**src/rtl/tmds_pkg.sv**
```systemverilog
// Shared TMDS constants: control and video-guard symbols, guard FSM states, disparity width.
package tmds_pkg;

  localparam int unsigned DispW = 5;

  localparam logic [9:0] Ctrl00 = 10'b1101010100;
  localparam logic [9:0] Ctrl01 = 10'b0010101011;
  localparam logic [9:0] Ctrl10 = 10'b0101010100;
  localparam logic [9:0] Ctrl11 = 10'b1010101011;

  localparam logic [9:0] GuardL0 = 10'b1011001100;
  localparam logic [9:0] GuardL1 = 10'b0100110011;
  localparam logic [9:0] GuardL2 = 10'b1011001100;

  typedef enum logic [1:0] {
    StIdle,
    StPre,
    StGuard,
    StActive
  } guard_state_e;

  function automatic logic [9:0] ctrl_sym(input logic c1, input logic c0);
    logic [9:0] sym;
    unique case ({c1, c0})
      2'b00:   sym = Ctrl00;
      2'b01:   sym = Ctrl01;
      2'b10:   sym = Ctrl10;
      default: sym = Ctrl11;
    endcase
    return sym;
  endfunction

endpackage

```
**src/rtl/tmds_encoder_array_if.sv**
```systemverilog
// Pixel-stream in / TMDS-symbol out bundle of the encoder array.
interface tmds_encoder_array_if #(
  parameter int unsigned NUM_CH = 3
);
  logic [8*NUM_CH-1:0]  video_din;
  logic                 video_hsync;
  logic                 video_vsync;
  logic                 video_de;
  logic [10*NUM_CH-1:0] tmds_dout;
  logic                 tmds_de;

  modport master (
    output video_din, video_hsync, video_vsync, video_de,
    input  tmds_dout, tmds_de
  );

  modport slave (
    input  video_din, video_hsync, video_vsync, video_de,
    output tmds_dout, tmds_de
  );
endinterface

```
**src/rtl/tmds_lane_enc.sv**
```systemverilog
// One TMDS lane: stage 1 builds the transition-minimised q_m, stage 2 DC-balances it
// or emits a control / forced symbol during blanking.
module tmds_lane_enc
  import tmds_pkg::*;
(
  input  logic       clk,
  input  logic       rst,
  input  logic [7:0] din,
  input  logic       c0,
  input  logic       c1,
  input  logic       de,
  input  logic       force_en,
  input  logic [9:0] force_sym,
  output logic [9:0] dout
);

  logic [3:0] n1_din;
  logic       use_xnor;
  logic       acc;
  logic [8:0] qm;

  always_comb begin
    n1_din = '0;
    for (int i = 0; i < 8; i++) n1_din = n1_din + 4'(din[i]);
    use_xnor = (n1_din > 4'd4) || ((n1_din == 4'd4) && !din[0]);
    qm       = '0;
    acc      = din[0];
    qm[0]    = acc;
    for (int i = 1; i < 8; i++) begin
      acc   = use_xnor ? ~(acc ^ din[i]) : (acc ^ din[i]);
      qm[i] = acc;
    end
    qm[8] = ~use_xnor;
  end

  logic [8:0] qm_q;
  logic       de_q, c0_q, c1_q;

  always_ff @(posedge clk or posedge rst) begin
    if (rst) begin
      qm_q <= '0;
      de_q <= 1'b0;
      c0_q <= 1'b0;
      c1_q <= 1'b0;
    end else begin
      qm_q <= qm;
      de_q <= de;
      c0_q <= c0;
      c1_q <= c1;
    end
  end

  logic [3:0]       n1_q;
  logic [DispW-1:0] bal;
  logic [DispW-1:0] cnt_q, cnt_d;
  logic [9:0]       dout_d;

  // bal = ones - zeros of q_m[7:0]; cnt is two's complement, sign in the MSB.
  // force_en/force_sym are aligned with stage 2, one cycle after din.
  always_comb begin
    n1_q = '0;
    for (int i = 0; i < 8; i++) n1_q = n1_q + 4'(qm_q[i]);
    bal    = DispW'({n1_q, 1'b0}) - DispW'(8);
    cnt_d  = cnt_q;
    dout_d = ctrl_sym(c1_q, c0_q);
    if (de_q) begin
      if ((cnt_q == '0) || (n1_q == 4'd4)) begin
        dout_d = {~qm_q[8], qm_q[8], qm_q[8] ? qm_q[7:0] : ~qm_q[7:0]};
        cnt_d  = qm_q[8] ? cnt_q + bal : cnt_q - bal;
      end else if ((!cnt_q[DispW-1] && (n1_q > 4'd4)) || (cnt_q[DispW-1] && (n1_q < 4'd4))) begin
        dout_d = {1'b1, qm_q[8], ~qm_q[7:0]};
        cnt_d  = cnt_q + (qm_q[8] ? DispW'(2) : DispW'(0)) - bal;
      end else begin
        dout_d = {1'b0, qm_q[8], qm_q[7:0]};
        cnt_d  = cnt_q - (qm_q[8] ? DispW'(0) : DispW'(2)) + bal;
      end
    end else begin
      cnt_d = '0;
      if (force_en) dout_d = force_sym;
    end
  end

  always_ff @(posedge clk or posedge rst) begin
    if (rst) begin
      cnt_q <= '0;
      dout  <= Ctrl00;
    end else begin
      cnt_q <= cnt_d;
      dout  <= dout_d;
    end
  end

endmodule

```
**src/rtl/tmds_encoder_array.sv**
```systemverilog
// NUM_CH-lane TMDS encoder with fixed PREAMBLE_LEN+GUARD_LEN+2 latency. Define HDMI_GUARD_EN to
// insert the HDMI video preamble and guard band ahead of each active line (requires NUM_CH = 3).
module tmds_encoder_array
  import tmds_pkg::*;
#(
  parameter int unsigned NUM_CH       = 3,
  parameter int unsigned PREAMBLE_LEN = 8,
  parameter int unsigned GUARD_LEN    = 2
) (
  input  logic                 pclk,
  input  logic                 reset,
  tmds_encoder_array_if.slave  vid
);

  localparam int unsigned D    = PREAMBLE_LEN + GUARD_LEN;
  localparam int unsigned RecW = 8 * NUM_CH + 3;

  // Delay line: the FSM sees the de edge D cycles before the lanes do.
  logic [RecW-1:0] dly_q [D];

  always_ff @(posedge pclk or posedge reset) begin
    if (reset) begin
      for (int i = 0; i < D; i++) dly_q[i] <= '0;
    end else begin
      dly_q[0] <= {vid.video_de, vid.video_vsync, vid.video_hsync, vid.video_din};
      for (int i = 1; i < D; i++) dly_q[i] <= dly_q[i-1];
    end
  end

  logic                de_dly, vs_dly, hs_dly;
  logic [8*NUM_CH-1:0] din_dly;

  assign {de_dly, vs_dly, hs_dly, din_dly} = dly_q[D-1];

  logic [NUM_CH-1:0] force_en;
  logic [9:0]        force_sym [NUM_CH];

`ifdef HDMI_GUARD_EN
  localparam int unsigned MaxLen = (PREAMBLE_LEN > GUARD_LEN) ? PREAMBLE_LEN : GUARD_LEN;
  localparam int unsigned CntW   = $clog2(MaxLen) + 1;

  guard_state_e    state_q, state_d;
  logic [CntW-1:0] cnt_q, cnt_d;
  logic            de_in_q, de_dly_q;
  logic            de_rise, de_dly_fall;

  assign de_rise     = vid.video_de & ~de_in_q;
  assign de_dly_fall = de_dly_q & ~de_dly;

  always_ff @(posedge pclk or posedge reset) begin
    if (reset) begin
      state_q  <= StIdle;
      cnt_q    <= '0;
      de_in_q  <= 1'b0;
      de_dly_q <= 1'b0;
    end else begin
      state_q  <= state_d;
      cnt_q    <= cnt_d;
      de_in_q  <= vid.video_de;
      de_dly_q <= de_dly;
    end
  end

  // Overrides come from state_q and hit stage 2, where the matching slot sits in stage 1.
  // A new line always restarts the sequence, even while the previous line is still draining.
  always_comb begin
    state_d  = state_q;
    cnt_d    = cnt_q;
    force_en = '0;
    for (int k = 0; k < NUM_CH; k++) force_sym[k] = Ctrl00;

    if (de_rise) begin
      state_d = StPre;
      cnt_d   = '0;
    end else begin
      unique case (state_q)
        StIdle: ;
        StPre: begin
          if (cnt_q == CntW'(PREAMBLE_LEN - 1)) begin
            state_d = StGuard;
            cnt_d   = '0;
          end else begin
            cnt_d = cnt_q + CntW'(1);
          end
        end
        StGuard: begin
          if (cnt_q == CntW'(GUARD_LEN - 1)) begin
            state_d = StActive;
            cnt_d   = '0;
          end else begin
            cnt_d = cnt_q + CntW'(1);
          end
        end
        StActive: if (de_dly_fall) state_d = StIdle;
      endcase
    end

    unique case (state_q)
      StPre: begin
        force_en[1]  = 1'b1;
        force_sym[1] = Ctrl01;
        force_en[2]  = 1'b1;
        force_sym[2] = Ctrl00;
      end
      StGuard: begin
        force_en     = '1;
        force_sym[0] = GuardL0;
        force_sym[1] = GuardL1;
        force_sym[2] = GuardL2;
      end
      default: ;
    endcase
  end
`else
  always_comb begin
    force_en = '0;
    for (int k = 0; k < NUM_CH; k++) force_sym[k] = Ctrl00;
  end
`endif

  for (genvar k = 0; k < NUM_CH; k++) begin : g_lane
    logic [9:0] lane_dout;

    tmds_lane_enc u_enc (
      .clk       (pclk),
      .rst       (reset),
      .din       (din_dly[8*k +: 8]),
      .c0        ((k == 0) ? hs_dly : 1'b0),
      .c1        ((k == 0) ? vs_dly : 1'b0),
      .de        (de_dly),
      .force_en  (force_en[k]),
      .force_sym (force_sym[k]),
      .dout      (lane_dout)
    );

    assign vid.tmds_dout[10*k +: 10] = lane_dout;
  end

  logic de_s1_q;

  always_ff @(posedge pclk or posedge reset) begin
    if (reset) begin
      de_s1_q     <= 1'b0;
      vid.tmds_de <= 1'b0;
    end else begin
      de_s1_q     <= de_dly;
      vid.tmds_de <= de_s1_q;
    end
  end

endmodule
```
**src/flat_wrapper.sv**
```systemverilog
// flat-port wrapper written by rule: the top's interface ports become plain ports
module tmds_encoder_array_flat import tmds_pkg::*;
#(
  parameter int unsigned NUM_CH       = 3,
  parameter int unsigned PREAMBLE_LEN = 8,
  parameter int unsigned GUARD_LEN    = 2
)
  (pclk, reset, vid_video_din, vid_video_hsync, vid_video_vsync, vid_video_de, vid_tmds_dout, vid_tmds_de);
  tmds_encoder_array_if #(.NUM_CH(NUM_CH)) vid_i ();
  input  logic pclk;
  input  logic reset;
  input wire logic [$bits(vid_i.video_din)-1:0] vid_video_din;
  input wire logic [$bits(vid_i.video_hsync)-1:0] vid_video_hsync;
  input wire logic [$bits(vid_i.video_vsync)-1:0] vid_video_vsync;
  input wire logic [$bits(vid_i.video_de)-1:0] vid_video_de;
  output wire logic [$bits(vid_i.tmds_dout)-1:0] vid_tmds_dout;
  output wire logic [$bits(vid_i.tmds_de)-1:0] vid_tmds_de;
  assign vid_i.video_din = vid_video_din;
  assign vid_i.video_hsync = vid_video_hsync;
  assign vid_i.video_vsync = vid_video_vsync;
  assign vid_i.video_de = vid_video_de;
  assign vid_tmds_dout = vid_i.tmds_dout;
  assign vid_tmds_de = vid_i.tmds_de;
  tmds_encoder_array #(.NUM_CH(NUM_CH), .PREAMBLE_LEN(PREAMBLE_LEN), .GUARD_LEN(GUARD_LEN)) u_core (.pclk(pclk), .reset(reset), .vid(vid_i));
endmodule
```
**config.mk**
```make
export PLATFORM = sky130hd
export DESIGN_NAME = tmds_encoder_array_flat
export DESIGN_NICKNAME = d
export VERILOG_FILES = /design/src/rtl/tmds_pkg.sv /design/src/rtl/tmds_encoder_array_if.sv /design/src/rtl/tmds_lane_enc.sv /design/src/rtl/tmds_encoder_array.sv /design/src/flat_wrapper.sv
export SDC_FILE = /design/constraint.sdc
export NUM_CORES = 1
export LEC_CHECK = 0
export BUFFER_PORTS_ARGS = -buffer_cell sky130_fd_sc_hd__buf_4
export CORE_AREA = 2 2 115 229
export DETAILED_ROUTE_END_ITERATION = 7
export DIE_AREA = 0 0 117 231
export HOLD_SLACK_MARGIN = 0.05
export PLACE_DENSITY = 0.7
export SLEW_MARGIN = 5
export SYNTH_ARGS = -nofsm -noshare
export SYNTH_HDL_FRONTEND = slang
export SYNTH_SLANG_ARGS = --single-unit
export TNS_END_PERCENT = 100
```
**constraint.sdc**
```tcl
create_clock -name pclk -period 20.8 [get_ports pclk]
set_input_delay 0 -clock pclk [delete_from_list [all_inputs] [get_ports pclk]]
set_output_delay 0 -clock pclk [all_outputs]
set_load 0.01 [all_outputs]
```
Word level (Yosys, flattened, before mapping)
Cells that the tools add are included.
{ "op_classes": {"n_addsub": 63, "n_mul": 0, "div_mod_pow": 0, "n_lt_le_gt_ge": 9, "n_eq_ne": 8, "n_shift": 0, "mux": 52, "bitwise": 51, "n_reduce_logical": 28} }
{ "ops": {"columns": ["op", "n"], "rows": [
  ["4-bit by 1-bit adder with 4-bit output", 24],
  ["10-bit two-way mux", 9],
  ["5-bit two-way mux", 12],
  ["5-bit adder", 6],
  ["10-bit case mux with 3 select lines", 1],
  ["5-bit subtractor", 6],
  ["1-bit NOT", 27],
  ["3-bit by 1-bit adder with 4-bit output", 6],
  ["4-bit by 3-bit equality test with 1-bit output (second input constant)", 6],
  ["4-bit by 3-bit > comparator with 1-bit output (second input constant)", 6],
  ["8-bit two-way mux", 3],
  ["8-bit NOT", 3],
  ["1-bit two-way mux", 21],
  ["1-bit bitwise XOR", 21],
  ["2-bit by 1-bit adder with 3-bit output", 6],
  ["5-bit by 2-bit adder with 5-bit output", 3],
  ["5-bit zero test", 3],
  ["5-bit by 2-bit subtractor with 5-bit output", 3],
  ["5-bit by 4-bit subtractor with 5-bit output (second input constant)", 3],
  ["1-bit by 1-bit adder with 2-bit output", 6],
  ["4-bit by 3-bit < comparator with 1-bit output (second input constant)", 3],
  ["2-bit two-way mux", 6],
  ["1-bit logical AND", 9],
  ["1-bit logical OR", 9],
  ["4 further kinds", 9]
]} }
{ "word_totals": {"reg_bits": 346, "latch_bits": 0, "ramBits": 0, "romBits": 0, "input_bits": 29, "out_inout_bits": 31, "mem_count": 0} }

Longest topological paths before layout
Gate-level depths: netlist (run 1).
{ "logic_depth": {"ltp_word": 29, "ltp_mapped": 18} }

Cells and area by module
From an unflattened synthesis (run 1), not the netlist that was laid out.
{ "hier_totals": {"hier_cells": 892, "hier_area_um2": 13225.2} }
{ "modules_own_cells": {"columns": ["module", "instances", "cells_each", "area_each_um2"], "rows": [
  ["tmds_encoder_array", 1, 275, 6817.8],
  ["tmds_lane_enc (u_core.g_lane[0].u_enc)", 1, 206, 2140.8],
  ["tmds_lane_enc (u_core.g_lane[2].u_enc)", 1, 206, 2135.8],
  ["tmds_lane_enc (u_core.g_lane[1].u_enc)", 1, 205, 2130.8]
]} }

Worst setup path after synthesis (run 1)
Ideal clock, no wire load.
{ "synth_timing": {"path_kind": "reg2reg", "start": "register u_core.g_lane[2].u_enc.qm_q[0]", "end": "register u_core.g_lane[2].u_enc.cnt_q[4]", "setup_time_ns": 0.120, "arrival_time_ns": 4.411, "required_ns": 20.680, "setup_slack_ns": 16.269, "path_stages_with_launch": 17, "synth_period_minus_slack_ns": 4.531, "cell_sequence": "dfrtp_1 fa_1 inv_1 fa_1 fa_1 inv_1 ha_1 inv_1 fa_1 ha_1 inv_1 ha_1 a21o_1 a21oi_1 xor2_1 or3_1 a41o_1"} }
{ "synth_between": {"elab_chain_len": 13, "elab_cells_between_ends": 23, "classes_between": "add/sub (12); order compare (2); eq/ne (1); mux (4); reduce/logical (4)"} }
{ "synth_rtl": {"columns": ["item", "line_no", "rtl"], "rows": [
  ["start: declaration", "tmds_lane_enc.sv:36", "logic [8:0] qm_q;"],
  ["start signal: assignment", "tmds_lane_enc.sv:46", "qm_q <= qm;"],
  ["1-bit by 1-bit adder with 2-bit output *", "tmds_lane_enc.sv:62", "for (int i = 0; i < 8; i++) n1_q = n1_q + 4'(qm_q[i]);"],
  ["2-bit by 1-bit adder with 3-bit output *", "tmds_lane_enc.sv:62", null],
  ["3-bit by 1-bit adder with 4-bit output *", "tmds_lane_enc.sv:62", null],
  ["4-bit by 1-bit adder with 4-bit output * (4 in series)", "tmds_lane_enc.sv:62", null],
  ["branches (longest 4 deep; another with 5-bit by 4-bit subtractor with 5-bit output)", null, null],
  ["5-bit two-way mux *", "tmds_lane_enc.sv:67", "if ((cnt_q == '0) || (n1_q == 4'd4)) begin"],
  ["5-bit two-way mux *", "tmds_lane_enc.sv:66", "if (de_q) begin"],
  ["via u_core.g_lane[2].u_enc.cnt_d[4]", "tmds_lane_enc.sv:55", "logic [DispW-1:0] cnt_q, cnt_d;"],
  ["end signal: assignment", "tmds_lane_enc.sv:88", "cnt_q <= cnt_d;"],
  ["end: declaration", "tmds_lane_enc.sv:55", null]
]} }
Mark *: on every way through the listed nets, which the timed path passes.

Worst setup path after layout (run 1)
{ "layout_timing": {"start": "register u_core.g_lane[0].u_enc.qm_q[0]", "end": "register u_core.g_lane[0].u_enc.cnt_q[4]"} }
{ "layout_between": {"elab_chain_len": 13, "elab_cells_between_ends": 23, "classes_between": "add/sub (12); order compare (2); eq/ne (1); mux (4); reduce/logical (4)"} }
{ "layout_rtl": {"columns": ["item", "line_no"], "rows": [
  ["start: declaration", "tmds_lane_enc.sv:36"],
  ["start signal: assignment", "tmds_lane_enc.sv:46"],
  ["1-bit by 1-bit adder with 2-bit output *", "tmds_lane_enc.sv:62"],
  ["2-bit by 1-bit adder with 3-bit output *", "tmds_lane_enc.sv:62"],
  ["3-bit by 1-bit adder with 4-bit output *", "tmds_lane_enc.sv:62"],
  ["4-bit by 1-bit adder with 4-bit output * (4 in series)", "tmds_lane_enc.sv:62"],
  ["branches (longest 4 deep; another with 5-bit by 4-bit subtractor with 5-bit output)", null],
  ["5-bit two-way mux *", "tmds_lane_enc.sv:67"],
  ["5-bit two-way mux *", "tmds_lane_enc.sv:66"],
  ["via u_core.g_lane[0].u_enc.cnt_d[4]", "tmds_lane_enc.sv:55"],
  ["end signal: assignment", "tmds_lane_enc.sv:88"],
  ["end: declaration", "tmds_lane_enc.sv:55"]
]} }
Marks and branches as above.

==> flow_metrics.env, run 1 <==
export IMPL_outcome="completed"
export IMPL_synth_sequential_area_ratio=0.690
export IMPL_io_pins=60
export IMPL_firstDrtPassIters=4
export IMPL_gr_total_overflow=0
export IMPL_worstHoldPathType="primary input to flip-flop"
export IMPL_worstSkewPairLatency_ns=0.54
export IMPL_n_antenna_cell=0
export IMPL_grt_first_pass_wirelength_mm=29.0
export IMPL_worstPathMaxFanout=6
export IMPL_critPathLaunchType="flip-flop"
export IMPL_busiest_layer="met2"
export IMPL_worstSetupPathType="flip-flop to flip-flop"
export IMPL_ys_flop_type="dfrtp_1"
export IMPL_timing_critical_path_arrival_ns=5.31
export IMPL_synth_area_um2=12500
export IMPL_timing_critical_path_required_ns=21.27
export IMPL_start_util=0.490
export IMPL_tritoncts_num_buffers=28
export IMPL_post_cts_hold_buffer_count=28
export IMPL_grt_start_max_net_pins=164
export IMPL_num_fill_cells=1967
export IMPL_finish_net_count=1052
export IMPL_number_of_enable_type_register_cells_in_the_synthesized_netlist=0
export IMPL_final_hold_violation_count=0
export IMPL_overall_die_height_um=231
export IMPL_clock_sinks=343
export IMPL_number_of_antenna_violations_at_the_first_check_in_global_routing=0
export IMPL_htree_levels=1
export IMPL_die_width_um=117
export IMPL_critical_path_slowest_cell="fa_1"
export IMPL_crit_family="adder cells"
export IMPL_layout_cells_sized_above_1=0.164
export IMPL_ctsRootBufferMaster="clkbuf_16"
export IMPL_timing_final_crit_period_ns=4.83
export IMPL_max_slew_margin=0.272
export IMPL_route_detailed_vias_per_inst=4.61
export IMPL_grt_setup_unrepaired="false"
export IMPL_tritoncts="done"
export IMPL_crit_buf_inv=4
export IMPL_final_clock_period_utilization_by_the_worst_path=0.232
export IMPL_async_flop_share=1.00
export IMPL_routed_wirelength_mm=16.4
export IMPL_timing_critical_path_cells="fa_1 -> inv_1 -> fa_1 -> fa_1 -> inv_1 -> ha_1 -> inv_1 -> fa_1 -> xnor2_1 -> ha_1 -> inv_1 -> ha_1 -> a21oi_1 -> o21ai_0 -> xor2_1 -> mux2i_1 -> mux2i_1 -> mux2i_1"
export IMPL_ys_warnings_count=0
export IMPL_postCtsSetupRepairBufs=0
export IMPL_floorplan_die_area_um2=27000
export IMPL_synth_largest_area_cell="dfrtp_1"
export IMPL_drc_violation_total_after_the_first_tritonroute_iteration=312
export IMPL_core_area_um2=25400
export IMPL_finalWeightedCongestion=0.785
export IMPL_maxSlewViolCount=0
export IMPL_critical_path_max_stage_delay_ns=0.55
export IMPL_estimated_wirelength_of_the_detail_placed_design_mm=10.6
export IMPL_setup_worst_path_end_class="flip-flop"
export IMPL_synth_lib_cells_used_distinct=39
export IMPL_ctsLongestPathBuffers=3
export IMPL_clkTransAtPathRegs_ns=0.07
export IMPL_post_synth_top_area_fraction=0.659
export IMPL_wl_per_cell_um=12.8
export IMPL_rows=83
export IMPL_via_count_of_the_first_global_routing_pass=6405
export IMPL_timing_clock_skew_ns=0.00794
export IMPL_syn_num_nets=939
export IMPL_synth_seq_cells=343
export IMPL_timing_fmax_mhz=207
export IMPL_accumulated_negative_setup_slack_ns=0
export IMPL_netlist_instances=804
export IMPL_post_synth_main_area_contributors="dfrtp_1, ha_1, fa_1"
export IMPL_syn_to_final_growth_pct=17.7
export IMPL_finalSetupViolCount=0
export IMPL_worst_slew_pin_transition_ns=1.09
export IMPL_avgSynthCellArea_um2=15.5
export IMPL_drt_drc_violations_left=0
export IMPL_global_route_usage_met3=0.0221
export IMPL_global_route_usage_met1=0.170
export IMPL_max_cap_violations=0
export IMPL_antenna_left=0
export IMPL_global_route_usage_met2=0.222
export IMPL_place_port_buffers=59
export IMPL_routed_via_count=5888
export IMPL_cts_repair_resized=0
export IMPL_gr_usage_all_layers=0.133
==> cells in the mapped netlist, types with 2 or more instances <==
| cell type | number |
|---|---|
| nand2b_1 | 2 |
| nor2_1 | 31 |
| inv_1 | 115 |
| nor3_1 | 5 |
| xnor2_2 | 12 |
| xor2_1 | 12 |
| xor2_2 | 3 |
| a21oi_1 | 32 |
| nand2_1 | 23 |
| a31oi_1 | 4 |
| mux2i_1 | 7 |
| o22ai_1 | 2 |
| xnor2_1 | 60 |
| ha_1 | 67 |
| a21o_1 | 10 |
| buf_6 | 2 |
| a211oi_1 | 7 |
| o41ai_4 | 3 |
| o21ai_0 | 3 |
| dfrtp_1 | 328 |
| dfstp_2 | 15 |
| fa_1 | 39 |
| nand3b_1 | 2 |
| clkbuf_1 | 5 |
==> through the flow <==
step | cells | setup slack (ns) | hold slack, ns | util | cell area [um^2]
floorplan | 804 | 11.32 | 0.0314 | - | 12500
CTS | 1278 | 15.95 | 0.0737 | 0.576 | 14700
finish | 1278 | 15.97 | 0.0994 | 0.576 | 14700
global route | 1278 | 15.51 | 0.0824 | 0.576 | 14700
global placement | 1199 | 16.15 | 0.109 | 0.524 | 13300
detailed placement | 1199 | 15.98 | 0.110 | 0.524 | 13300
==> area by class of cell <==
class / instances / area (um^2) / share of cell area
Sequential cell: 343 / 8600 / 0.587
Multi-Input combinational cell: 339 / 3390 / 0.231
Clock buffer: 32 / 767 / 0.0523
Timing Repair Buffer: 90 / 746 / 0.0508
Inverter: 115 / 439 / 0.0299
Tap cell: 340 / 425 / 0.0290
Clock inverter: 19 / 298 / 0.0203
==> kinds of logic after synthesis <==
family,synth area share
muxes,0.00944
xor gates and xnor gates,0.0702
DFF,0.690
buffers and inverters,0.0379
and+or+nand+nor,0.0232
AOI/OAI and AO/OA,0.0392
adders and majority gates,0.130
==> flip-flops by register name (all words and copies together) (netlist names) <==
name	flops
u_core.g_lane.u_enc.c0_q	1
u_core.g_lane.u_enc.cnt_q	12
u_core.de_dly	1
u_core.g_lane.u_enc.c1_q	1
u_core.din_dly	24
u_core.de_s1_q	1
u_core.dly_q	245
u_core.g_lane.u_enc.qm_q	27
u_core.g_lane.u_enc.dout	30
u_core.vid.tmds_de	1
==> layout by cell type (no fill, tap or decap), drive strengths merged, types with 9 or more instances in the layout <==
| master | synthesis | routed |
|---|---|---|
| a21o | 10 | 10 |
| a21oi | 33 | 33 |
| buf | 2 | 62 |
| clkbuf | 5 | 32 |
| dfrtp | 328 | 328 |
| dfstp | 15 | 15 |
| dlygate4sd3 | 0 | 28 |
| fa | 39 | 39 |
| ha | 67 | 67 |
| inv | 115 | 118 |
| mux2i | 9 | 9 |
| nand2 | 23 | 23 |
| nor2 | 31 | 31 |
| xnor2 | 72 | 72 |
| xor2 | 15 | 15 |
==> layer usage <==
metal | part of all wire | vias up
met1 | 0.41 | 3001
met4 | 0.033 | 0
met3 | 0.037 | 45
met2 | 0.52 | 119
met5 | 0 | -
li1 | - | 2723
==> path summary, 6_finish.rpt <==
check | end | slack, ns | from | cells after the start
min | u_core.dly_q[249]$_DFF_PP0_ | 0.1 | vid_video_din[6] | 2
max in group asynchronous | u_core.g_lane[0].u_enc.qm_q[4]$_DFF_PP0_ | 18.82 | reset | 4
max reg2reg | u_core.g_lane[0].u_enc.cnt_q[4]$_DFF_PP0_ | 15.97 | u_core.g_lane[0].u_enc.qm_q[0]$_DFF_PP0_ | 18
max | u_core.g_lane[0].u_enc.cnt_q[4]$_DFF_PP0_ | 15.97 | u_core.g_lane[0].u_enc.qm_q[0]$_DFF_PP0_ | 18
min in group asynchronous | u_core.dly_q[224]$_DFF_PP0_ | 0.26 | reset | 3
min reg2reg | u_core.dly_q[123]$_DFF_PP0_ | 0.34 | u_core.dly_q[150]$_DFF_PP0_ | 0
Power of run 1 is not shown: default switching activity piles up to over one toggle a cycle in this logic, so the estimate is an artifact.
==> run 2: changes to the inputs <==
--- a/config.mk
+++ b/config.mk
@@ -10,7 +10,7 @@
 export DETAILED_ROUTE_END_ITERATION = 7
 export DIE_AREA = 0 0 117 231
 export HOLD_SLACK_MARGIN = 0.05
-export PLACE_DENSITY = 0.7
+export PLACE_DENSITY = 0.73
 export SLEW_MARGIN = 5
 export SYNTH_ARGS = -nofsm -noshare
 export SYNTH_HDL_FRONTEND = slang
==> constraint.sdc (replaced) <==
create_clock -name pclk -period 4.15 [get_ports pclk]
set_input_delay 0 -clock pclk [delete_from_list [all_inputs] [get_ports pclk]]
set_output_delay 0 -clock pclk [all_outputs]
set_load 0.01 [all_outputs]
==> flow_metrics.env, run 2 (synthesis gave the netlist of run 1 again) <==
export IMPL_estimated_wirelength_of_the_detail_placed_design_mm=11.6
export IMPL_biggestRegsByFlops="u_core.dly_q x245, u_core.g_lane.u_enc.dout x30, u_core.g_lane.u_enc.qm_q x27"
export IMPL_gr_total_overflow=0
export IMPL_htree_levels=1
export IMPL_routed_wirelength_mm=18.5
export IMPL_max_cap_violations=0
export IMPL_timing_fmax_mhz=223
export IMPL_detailroute_wirelength_met3_um=633
export IMPL_timing_clock_skew_ns=0.00999
export IMPL_ctsLongestPathBuffers=3
export IMPL_outcome="finished, violations left"
export IMPL_gr_usage_all_layers=0.148
export IMPL_ctsRootBufferMaster="clkbuf_16"
export IMPL_io_pins=60
export IMPL_grt_start_max_net_pins=187
export IMPL_rows=83
export IMPL_routed_via_count=6122
export IMPL_start_util=0.490
export IMPL_core_area_um2=25400
export IMPL_syn_to_final_growth_pct=28.0
export IMPL_wl_per_cell_um=13.7
export IMPL_timing_critical_path_arrival_ns=4.90
export IMPL_die_width_um=117
export IMPL_maxSlewViolCount=0
export IMPL_firstDrtPassIters=4
export IMPL_r2r_end="u_core.g_lane[1].u_enc.cnt_q[4]$_DFF_PP0_"
export IMPL_worstHoldPathType="primary input to async pin"
export IMPL_worst_r2r_cell_count=18
export IMPL_route_detailed_vias_per_inst=4.54
export IMPL_accumulated_negative_setup_slack_ns=-2.01
export IMPL_finalWeightedCongestion=0.830
export IMPL_n_antenna_cell=0
export IMPL_final_clock_period_utilization_by_the_worst_path=1.08
export IMPL_clkTransAtPathRegs_ns=0.07
export IMPL_failing_checks="negative setup slack"
export IMPL_overall_die_height_um=231
export IMPL_highest_count_cells_in_the_layout_ignoring_fill_and_taps="dfrtp_1, buf_4, inv_1"
export IMPL_postLayoutSetupSlackWorst_ns=-0.332
export IMPL_final_hold_violation_count=0
export IMPL_met2_wirelength_mm=9.71
export IMPL_clock_sinks=343
export IMPL_layout_cells_sized_above_1=0.318
export IMPL_floorplan_die_area_um2=27000
export IMPL_timing_critical_path_required_ns=4.56
export IMPL_finish_net_count=1122
export IMPL_m1WireLength_mm=7.71
export IMPL_grt_setup_unrepaired="true"
export IMPL_worstSkewPairLatency_ns=0.54
export IMPL_dr_max_layer_used="met4"
export IMPL_setup_worst_path_end_class="flip-flop"
export IMPL_final_core_utilization=0.627
export IMPL_critPathLaunchType="flip-flop"
export IMPL_drt_drc_violations_left=0
export IMPL_max_slew_margin=0.303
export IMPL_finalSetupViolCount=24
export IMPL_largest_register_ff_count=245
export IMPL_worstPathMaxFanout=3
export IMPL_number_of_antenna_violations_at_the_first_check_in_global_routing=0
export IMPL_worst_slew_pin_transition_ns=1.05
export IMPL_drc_violation_total_after_the_first_tritonroute_iteration=235
export IMPL_tritoncts_num_buffers=28
export IMPL_worstSetupPathType="flip-flop to flip-flop"
export IMPL_place_port_buffers=59
export IMPL_tritoncts="done"
export IMPL_via_count_of_the_first_global_routing_pass=6812
export IMPL_antenna_left=0
export IMPL_leading_cell_type_in_the_layout_fill_and_taps_excluded="dfrtp_1"
export IMPL_max_flop_register="u_core.dly_q"
export IMPL_grt_first_pass_wirelength_mm=32.1
export IMPL_r2r_setup_slack_ns=-0.33
export IMPL_timing_final_crit_period_ns=4.48
export IMPL_r2r_start="u_core.g_lane[1].u_enc.qm_q[3]$_DFF_PP0_"
run 2: per-stage QoR:
| step | cell area, um^2 | hold slack, ns | setup WS, ns | cells |
|---|---|---|---|---|
| 6_report | 16000 | 0.0744 | -0.332 | 1349 |
| 5_1_grt | 16000 | 0.0891 | -0.486 | 1349 |
| 4_1_cts | 15700 | 0.0637 | -0.327 | 1346 |
| 3_5_place_dp | 13900 | 0.0895 | -0.370 | 1254 |
| 3_3_place_gp | 13900 | 0.0809 | -0.264 | 1254 |
| 2_1_floorplan | 12600 | 0.0314 | -0.426 | 804 |
run 2: layer usage:
layer	vias to the layer above	GRT usage
met5	-	0
met4	0	0.0401
met3	30	0.0226
met2	101	0.251
met1	3134	0.197
li1	2857	-
run 2: area by class of cell:
type,count,area (um^2)
flip-flops and latches,343,8600
multi-input cells,340,4090
fillers,1799,9490
inverters,115,443
clock inverters,14,241
clock buffers,38,800
well taps,340,425
repair buffers,159,1360
run 2: worst max-delay path, cell delays in order, from the launching register on:
cell and delay, ns:
dfrtp_1 0.40, fa_1 0.56, inv_2 0.04, fa_1 0.49, fa_1 0.41, inv_1 0.08, ha_2 0.18, inv_2 0.04
fa_2 0.53, ha_4 0.29, inv_2 0.03, mux2i_2 0.17, ha_1 0.27, a21o_1 0.17, a21oi_2 0.12, xnor2_1 0.07
and2_4 0.18, o31ai_4 0.24, o41ai_2 0.09
run 2: worst max path at each step:
stage	from	to	slack, ns
4_1_cts	u_core.g_lane[1].u_enc.qm_q[0]$_DFF_PP0_	u_core.g_lane[1].u_enc.cnt_q[4]$_DFF_PP0_	-0.33
5_1_grt	u_core.g_lane[1].u_enc.qm_q[3]$_DFF_PP0_	u_core.g_lane[1].u_enc.cnt_q[4]$_DFF_PP0_	-0.49
2_1_floorplan	reset	u_core.de_dly$_DFF_PP0_	-0.43
6_report	u_core.g_lane[1].u_enc.qm_q[3]$_DFF_PP0_	u_core.g_lane[1].u_enc.cnt_q[4]$_DFF_PP0_	-0.33
3_5_place_dp	u_core.g_lane[1].u_enc.qm_q[0]$_DFF_PP0_	u_core.g_lane[1].u_enc.cnt_q[4]$_DFF_PP0_	-0.37
3_3_place_gp	u_core.g_lane[1].u_enc.qm_q[0]$_DFF_PP0_	u_core.g_lane[1].u_enc.cnt_q[4]$_DFF_PP0_	-0.26
run 2: timing repair:
| item | 4_1_cts | 5_1_grt |
|---|---|---|
| cloned | 2 | 0 |
| resized for setup | 71 | 37 |
| hold buffers | 28 | 0 |
| hold endpoints to repair | 51 | 0 |
| setup endpoints to repair | 39 | 39 |
| buffers inserted | 12 | 5 |
| pin swaps | 25 | 24 |
Power of run 2 is left out for the same reason.
==> run 3: changes to the inputs <==
--- a/config.mk
+++ b/config.mk
@@ -6,9 +6,9 @@
 export NUM_CORES = 1
 export LEC_CHECK = 0
 export BUFFER_PORTS_ARGS = -buffer_cell sky130_fd_sc_hd__buf_4
-export CORE_AREA = 2 2 115 229
+export CORE_AREA = 2 2 161 163
 export DETAILED_ROUTE_END_ITERATION = 7
-export DIE_AREA = 0 0 117 231
+export DIE_AREA = 0 0 163 165
 export HOLD_SLACK_MARGIN = 0.05
 export PLACE_DENSITY = 0.73
 export SLEW_MARGIN = 5
==> flow_metrics.env, run 3 (synthesis gave the netlist of run 1 again) <==
export IMPL_outcome="finished, violations left"
export IMPL_failing_checks="negative setup slack"
export IMPL_max_cap_violations=0
export IMPL_critPathLaunchType="flip-flop"
export IMPL_finalSetupViolCount=27
export IMPL_io_pins=60
export IMPL_ctsLongestPathBuffers=3
export IMPL_ctsRootBufferMaster="clkbuf_16"
export IMPL_leading_cell_type_in_the_layout_fill_and_taps_excluded="dfrtp_1"
export IMPL_tritoncts="done"
export IMPL_routed_wirelength_mm=18.6
export IMPL_route_detailed_vias_per_inst=4.55
export IMPL_largest_register_ff_count=245
export IMPL_worst_slew_pin_transition_ns=1.09
export IMPL_rows=58
export IMPL_n_antenna_cell=0
export IMPL_routed_via_count=6160
export IMPL_timing_critical_path_cells="fa_1 -> inv_1 -> fa_1 -> fa_1 -> inv_1 -> ha_2 -> inv_2 -> fa_2 -> ha_4 -> inv_1 -> ha_1 -> a21o_1 -> a21oi_2 -> xor2_2 -> a2111oi_4 -> o31ai_4 -> o41ai_2"
export IMPL_floorplan_die_area_um2=26900
export IMPL_layout_cells_sized_above_1=0.344
export IMPL_finalWeightedCongestion=0.807
export IMPL_finish_net_count=1134
export IMPL_final_clock_period_utilization_by_the_worst_path=1.08
export IMPL_tritoncts_num_buffers=36
export IMPL_critical_path_max_stage_delay_ns=0.54
export IMPL_worstSetupPathType="flip-flop to flip-flop"
export IMPL_placed_area_um2=13900
export IMPL_postLayoutCellArea_um2=16300
export IMPL_gr_total_overflow=0
export IMPL_clock_sinks=343
export IMPL_drt_drc_violations_left=0
export IMPL_syn_to_final_growth_pct=30.8
export IMPL_number_of_antenna_violations_at_the_first_check_in_global_routing=0
export IMPL_gr_usage_all_layers=0.147
export IMPL_worstHoldPathType="primary input to flip-flop"
export IMPL_timing_fmax_mhz=223
export IMPL_timing_clock_skew_ns=0.0128
export IMPL_via_count_of_the_first_global_routing_pass=6554
export IMPL_num_fill_cells=1779
export IMPL_max_flop_register="u_core.dly_q"
export IMPL_global_route_usage_met3=0.0329
export IMPL_global_route_usage_met1=0.193
export IMPL_r2r_setup_slack_ns=-0.34
export IMPL_highest_count_cells_in_the_layout_ignoring_fill_and_taps="dfrtp_1, buf_4, inv_1"
export IMPL_grt_setup_unrepaired="true"
export IMPL_firstDrtPassIters=4
export IMPL_maxSlewViolCount=0
export IMPL_clkTransAtPathRegs_ns=0.06
export IMPL_htree_levels=2
export IMPL_busiest_layer="met2"
export IMPL_grt_first_pass_wirelength_mm=31.1
export IMPL_crit_family="adder cells"
export IMPL_biggestRegsByFlops="u_core.dly_q x245, u_core.g_lane.u_enc.dout x30, u_core.g_lane.u_enc.qm_q x27"
export IMPL_estimated_wirelength_of_the_detail_placed_design_mm=10.8
export IMPL_multiInputGateArea_um2=4250
export IMPL_antenna_left=0
export IMPL_postLayoutSetupSlackWorst_ns=-0.344
export IMPL_core_area_um2=25000
export IMPL_die_width_um=163
export IMPL_timing_critical_path_required_ns=4.52
export IMPL_seq_area_um2=8600
export IMPL_critical_path_slowest_cell="fa_1"
export IMPL_worstSkewPairLatency_ns=0.51
export IMPL_overall_die_height_um=165
export IMPL_crit_buf_inv=4
export IMPL_grt_start_max_net_pins=219
export IMPL_drc_violation_total_after_the_first_tritonroute_iteration=245
export IMPL_max_slew_margin=0.276
export IMPL_worstPathMaxFanout=3
export IMPL_timing_final_crit_period_ns=4.49
export IMPL_global_route_usage_met2=0.246
export IMPL_timing_critical_path_arrival_ns=4.86
export IMPL_wl_per_cell_um=13.7
export IMPL_place_port_buffers=59
export IMPL_setup_worst_path_end_class="flip-flop"
export IMPL_final_hold_violation_count=0
export IMPL_start_util=0.498
==> run 3: worst register-to-register path: cells and delay by family, from the launching register on <==
family | cells | cell delay, ns
xor+xnor | 1 | 0.20
buf+inv | 4 | 0.20
compound gates | 5 | 0.82
flops | 1 | 0.40
fa+ha+maj | 7 | 2.73
==> run 3: final cells by class <==
cell class / count / area share
well taps: 330 / 0.0253
flip-flops and latches: 343 / 0.528
clock inverters: 15 / 0.00906
repair buffers: 163 / 0.0868
inverters: 115 / 0.0273
clock buffers: 49 / 0.0633
multi-input cells: 340 / 0.260
==> run 3: routing by layer <==
layer | vias up | wire length (um) | part of all wire
met1 | 3118 | 7960 | 0.43
li1 | 2898 | - | -
met2 | 113 | 9490 | 0.51
met5 | - | 0 | 0
met4 | 0 | 368 | 0.020
met3 | 31 | 809 | 0.043
==> run 3: through the flow <==
stage	hold slack [ns]	worst slack [ns]	instances	TNS, ns	utilization
2_1_floorplan	0.0314	-0.426	804	-140.13	-
3_3_place_gp	0.109	-0.251	1239	-1.10	0.556
3_5_place_dp	0.110	-0.323	1239	-3.12	0.556
4_1_cts	0.100	-0.366	1347	-1.92	0.632
5_1_grt	0.106	-0.499	1355	-8.82	0.651
6_report	0.127	-0.344	1355	-3.67	0.651
==> run 3: timing repair <==
action                                  CTS  global route
pin swaps                                32            42
resized for setup                        60            71
endpoints found under the hold margin   355             0
cloned                                    2             1
setup buffers                            14            10
endpoints found under the setup margin   35            39
hold buffers                             28             0
==> run 3: worst paths after layout <==
kind                                                          start                                   endpoint  cells after the start
max                        u_core.g_lane[1].u_enc.qm_q[0]$_DFF_PP0_  u_core.g_lane[1].u_enc.cnt_q[4]$_DFF_PP0_                     17
min                                               vid_video_din[23]                u_core.dly_q[266]$_DFF_PP0_                      2
max reg2reg                u_core.g_lane[1].u_enc.qm_q[0]$_DFF_PP0_  u_core.g_lane[1].u_enc.cnt_q[4]$_DFF_PP0_                     17
min reg2reg                              u_core.dly_q[77]$_DFF_PP0_                 u_core.dly_q[50]$_DFF_PP0_                      0
max in group asynchronous                                     reset   u_core.g_lane[0].u_enc.qm_q[3]$_DFF_PP0_                      4
min in group asynchronous                                     reset                u_core.dly_q[269]$_DFF_PP0_                      4
Power of run 3 is left out for the same reason.
